File: src/rtl/inst_cache.sv
// -----------------------------------------------------------------------------
// inst_cache
//   Direct-mapped instruction cache with 2^INDEX_BITS one-word lines.
//   A hit returns the word one cycle after the request is accepted. A miss
//   issues a single-word fetch to the memory controller. The word comes back
//   in the cycle after the controller's MC_done pulse, and the line is filled
//   at the same time.
//
// Ports
//   clk           system clock
//   rst           synchronous, active-high reset
//   rdy           global ready; when low the cache freezes
//   clr           pipeline flush; abandons an outstanding miss, keeps lines
//   IF_valid      fetch request from the fetch stage
//   IF_pc         fetch address (word aligned, pc[1:0] ignored)
//   IF_ready      request accepted this cycle (IDLE and rdy)
//   IF_inst_valid one-cycle pulse qualifying IF_inst
//   IF_inst       returned instruction; holds its value between pulses
//   MC_req        fetch request to the memory controller
//   MC_addr       fetch address to the memory controller
//   MC_done       one-cycle pulse, MC_inst valid
//   MC_inst       instruction word from the memory controller
// -----------------------------------------------------------------------------
module inst_cache #(
    parameter int INDEX_BITS = 6
) (
    input  logic        clk,
    input  logic        rst,
    input  logic        rdy,
    input  logic        clr,
    input  logic        IF_valid,
    input  logic [31:0] IF_pc,
    output logic        IF_ready,
    output logic        IF_inst_valid,
    output logic [31:0] IF_inst,
    output logic        MC_req,
    output logic [31:0] MC_addr,
    input  logic        MC_done,
    input  logic [31:0] MC_inst
);

    localparam int LINES    = 1 << INDEX_BITS;
    localparam int TAG_BITS = 30 - INDEX_BITS;

    typedef enum logic [1:0] {
        IDLE = 2'd0,
        MISS = 2'd1,
        FILL = 2'd2
    } state_t;

    state_t state_reg;
    state_t state_next;

    // Line storage. Only the valid bits are reset, so tag and data can map
    // onto plain RAM.
    logic [LINES-1:0]    valid_reg;
    logic [TAG_BITS-1:0] tag_mem  [LINES];
    logic [31:0]         data_mem [LINES];

    // Address decode for the incoming request.
    logic [INDEX_BITS-1:0] req_index;
    logic [TAG_BITS-1:0]   req_tag;
    assign req_index = IF_pc[INDEX_BITS+1:2];
    assign req_tag   = IF_pc[31:INDEX_BITS+2];

    // The outstanding miss is described by MC_addr, which stays frozen for the
    // whole miss, so the fill reuses it rather than keeping a second copy.
    logic [INDEX_BITS-1:0] miss_index;
    logic [TAG_BITS-1:0]   miss_tag;
    assign miss_index = MC_addr[INDEX_BITS+1:2];
    assign miss_tag   = MC_addr[31:INDEX_BITS+2];

    logic hit;
    assign hit = valid_reg[req_index] && (tag_mem[req_index] == req_tag);

    // Actions decided for this edge.
    logic do_hit;
    logic do_miss;
    logic do_fill;

    assign IF_ready = (state_reg == IDLE) && rdy;

    // -------------------------------------------------------------------------
    // Next-state logic. clr wins over everything, including rdy. With rdy low
    // nothing moves.
    // -------------------------------------------------------------------------
    always_comb begin
        state_next = state_reg;
        do_hit     = 1'b0;
        do_miss    = 1'b0;
        do_fill    = 1'b0;
        if (clr) begin
            state_next = IDLE;
        end else if (rdy) begin
            case (state_reg)
                IDLE: begin
                    if (IF_valid) begin
                        if (hit) begin
                            do_hit = 1'b1;
                        end else begin
                            do_miss    = 1'b1;
                            state_next = MISS;
                        end
                    end
                end
                MISS: begin
                    if (MC_done) begin
                        do_fill    = 1'b1;
                        state_next = FILL;
                    end
                end
                FILL: begin
                    // The word is being presented this cycle. The next
                    // request is taken from IDLE.
                    state_next = IDLE;
                end
                default: begin
                    state_next = IDLE;
                end
            endcase
        end
    end

    always_ff @(posedge clk) begin
        if (rst) begin
            state_reg <= IDLE;
        end else begin
            state_reg <= state_next;
        end
    end

    // -------------------------------------------------------------------------
    // Registered outputs and valid bits.
    // -------------------------------------------------------------------------
    always_ff @(posedge clk) begin
        if (rst) begin
            valid_reg     <= '0;
            MC_req        <= 1'b0;
            MC_addr       <= 32'd0;
            IF_inst_valid <= 1'b0;
            IF_inst       <= 32'd0;
        end else begin
            // The pulse comes only from a hit or a fill. Stalls and flushes
            // both leave it low.
            IF_inst_valid <= do_hit | do_fill;
            if (do_hit) begin
                IF_inst <= data_mem[req_index];
            end
            if (do_miss) begin
                MC_req  <= 1'b1;
                MC_addr <= IF_pc;
            end
            if (do_fill) begin
                MC_req               <= 1'b0;
                valid_reg[miss_index] <= 1'b1;
                IF_inst              <= MC_inst;
            end
            if (clr) begin
                MC_req <= 1'b0;
            end
        end
    end

    // Tag and data write port. A reset in the same cycle abandons the fill.
    always_ff @(posedge clk) begin
        if (!rst && do_fill) begin
            tag_mem[miss_index]  <= miss_tag;
            data_mem[miss_index] <= MC_inst;
        end
    end

endmodule

File: config.mk
export PLATFORM = sky130hd
export DESIGN_NAME = inst_cache
export DESIGN_NICKNAME = d
export VERILOG_FILES = /design/src/rtl/inst_cache.sv
export SDC_FILE = /design/constraint.sdc
export NUM_CORES = 2
export LEC_CHECK = 0
export CAP_MARGIN = 10
export CORE_MARGIN = 3
export CORE_UTILIZATION = 50
export CTS_BUF_LIST = sky130_fd_sc_hd__clkbuf_4 sky130_fd_sc_hd__clkbuf_8
export DETAILED_ROUTE_END_ITERATION = 16
export HOLD_SLACK_MARGIN = 0.1
export PLACE_DENSITY_LB_ADDON = 0.2
export SLEW_MARGIN = 20
export SYNTH_ARGS = -nofsm -noshare
export SYNTH_HDL_FRONTEND = slang
export SYNTH_SLANG_ARGS = --single-unit
File: constraint.sdc
create_clock -name clk -period 9.1 [get_ports clk]
set_input_delay 0.91 -clock clk [delete_from_list [all_inputs] [get_ports clk]]
set_output_delay 0.91 -clock clk [all_outputs]
set_load 0.03 [all_outputs]
==> impl_metrics.yaml <==
route:
  post_drt_via_cell_ratio: 6.63
  ant_nets: 0
  drtPass1Iterations: 6
  wl_um: 423000
  drtIter0Drc: 11500
  drcViolationCount: 0
  wire_per_inst_um: 37.8
  via_count: 74200
timing:
  maxSlewHeadroom_pct: 22.1
  rsz0062_at_grt: "false"
  min_period_ps: 5960
  worst_slew_pin_slew_ps: 1170
  fmax_mhz: 168
  setup_viol: 0
  slew_viol_final: 0
  final-hold-violation-count: 0
  fin_crit_sh_pct: 65.5
  fin_skew_ps: 89.9
  setup_slack_ps: 3140
  fin_tns_setup_ps: 0
power_and_ir_drop:
  netSwitchingFraction_pct: 22.2
  peakVddDrop_mv: 0.161
  clockPowerShare_pct: 42.0
  seqPwrFrac_pct: 53.8
  p_leak_nw: 49.0
  p_sw_mw: 7.73
  p_per_area_nw_per_um2: 215
  pwr-share-comb_pct: 4.2
  finalPower_mw: 34.8
  p_int_mw: 27.1
logic_synthesis:
  netlist_area_um2: 143000
  ys_seq_elements: 3716
  yosys.cell_types.count: 77
  synth_fp_nets: 6430
  synth_top_area_share_pct: 75.3
  ys.flop_type: "edfxtp_1"
  avgSynthCellArea_um2: 22.5
  synth-edff-count: 3584
  synth_most_common_cell: "edfxtp_1"
  yosys-top-cells-area: "edfxtp_1 (75%), mux4_2 (15%), dfxtp_1 (1.8%)"
  async_reset_ff_share_pct: 0
  netlist_top_cells_count: "edfxtp_1 (3584), mux4_2 (964), mux2i_1 (256)"
  ys.warnings.count: 0
  ys_seq_area_share_pct: 77.1
  syn_inst: 6360
  yosysTopAreaCell: "edfxtp_1"
cts:
  ctsRootBufferMaster: "clkbuf_8"
  cts_resized: 0
  cts_num_sinks: 3716
  cts_buffers: 604
  clockBufferDepth: 4
  cts_tree: "built"
  worstSkewPairLatency_ps: 1200
  path_clk_slew_ps: 60
  htree_levels: 6
hold_path:
  worstHoldStart: "MC_inst[11]"
  hold_path_class: "in2reg"
floorplan:
  row_count: 195
  die_h_um: 541
  die-area_um2: 292000
  coreArea_um2: 283000
  start_util_pct: 50.5
  io_pins: 137
  dieWidth_um: 541
critical_path:
  cp_top_family: "simple AND/OR/NAND/NOR gates"
  worstSetupPathType: "in2reg"
  cp-end-kind: "register"
  critPathArrivalTime_ps: 6910
  cp_slowest_cell: "nor2_1"
  cpPeakStageDelay_ps: 890
  reg2reg_from: "state_reg[1]"
  cp-startpoint: "IF_pc[5]"
  crit_buf_inv: 4
  cp-start-kind: "input port"
  cp_max_fo: 34
  worstPathRequired_ps: 10050
  crit_chain: "dlygate4sd3_1 > buf_8 > buf_4 > nand2_1 > nor2_1 > a31oi_1 > and4_1 > a2111oi_1 > clkdlybuf4s18_2 > o2111a_1 > nand4_2 > or4_4 > nand2_4 > a311oi_2"
place:
  place_worst_setup_slack_ps: 2630
  dp_hpwl_um: 217000
  place.gp.congestion: 0.827
  port-buffer-count: 136
run:
  max-cap-violations: 0
cells_and_area:
  layout-drive-gt1-share_pct: 31.8
  syn2layout_area_growth_pct: 13.2
  fillers: 20600
  regArea_um2: 110000
  largest_reg_flops: 2048
  nets: 7031
  multiInputGateArea_um2: 31000
status:
  status: "finished clean"
global_route:
  grt_start_max_net_pins: 137
  grt_pass1_vias: 72900
  grt_remaining_overflow: 0
  grt_antenna_before_repair: 29
  grt_first_pass_wirelength_um: 587000
  track_usage_pct: 28.8
==> through the flow <==
step	instance area [um2]	utilization, %	hold WS, ps	std cells
after floorplan	143000	-	449	6360
after global placement	149000	52.8	452	10100
after detailed placement	150000	52.8	461	10100
after CTS	162000	57.1	246	11200
after global routing	162000	57.1	255	11200
final	162000	57.2	271	11200
==> path summary, 6_finish.rpt <==
check	cells after the start	slack [ps]	to
worst max register to register	5	4320	data_mem[1][20]
worst max-delay path	14	3140	IF_inst[22]
worst min-delay path	1	270	data_mem[28][11]
worst min register to register	2	470	valid_reg[18]
==> power by group through the flow <==
stage	clock network, mW	logic (mW)	registers, mW
3_3_place_gp	0	1.42	19.1
4_1_cts	14.8	1.44	18.7
6_report	14.6	1.44	18.7
2_1_floorplan	0	0.873	19.1
5_1_grt	15.6	1.52	18.7
3_5_place_dp	0	1.44	19.1
==> cells in the final DEF, fill, tap and decap left out, types with 57 or more instances in the layout <==
cell	n
edfxtp_1	3584
mux4_2	964
clkbuf_8	636
mux2i_1	256
clkbuf_4	204
buf_4	203
clkinv_1	117
nand2_1	110
dfxtp_1	108
a22oi_1	107
clkdlybuf4s50_1	102
o22ai_1	94
inv_1	70
nor2_4	66
a21oi_1	59
nand3_1	57
==> cells by family (layout without fill, tap and decap cells) <==
| logic type | after synthesis | after routing | share of synthesized area [%] |
|---|---|---|---|
| AOI/OAI and AO/OA | 455 | 455 | 2.31 |
| other | 0 | 8 | 0 |
| DFF | 3716 | 3716 | 77.1 |
| buffers and inverters | 445 | 1524 | 1.56 |
| muxes | 1242 | 1242 | 17.2 |
| xor gates and xnor gates | 9 | 9 | 0.0551 |
| and+or+nand+nor | 493 | 493 | 1.78 |
==> timing repair <==
item	4_1_cts	5_1_grt
setup buffers	0	0
endpoints found under the hold margin	15	0
hold buffers	2	0
==> per-layer routing <==
layer,vias to the layer above,track usage (%),part of all wire [%],wire length (um)
met2,5026,43.4,46,195000
met4,24,9.05,3.2,13500
li1,28400,-,-,-
met5,-,0.132,0.11,479
met1,40000,41.7,38,162000
met3,787,7.55,12,51800
==> layout make-up <==
class	count	share of cell area (%)
flip-flops and latches	3716	68.1
multi-input cells	2199	19.1
clock buffers	840	6.35
well taps	3743	2.89
repair buffers	366	2.11
clock inverters	244	1.18
inverters	74	0.175
diodes	8	0.0124
No activity file was read; power rests on OpenSTA's default activity.
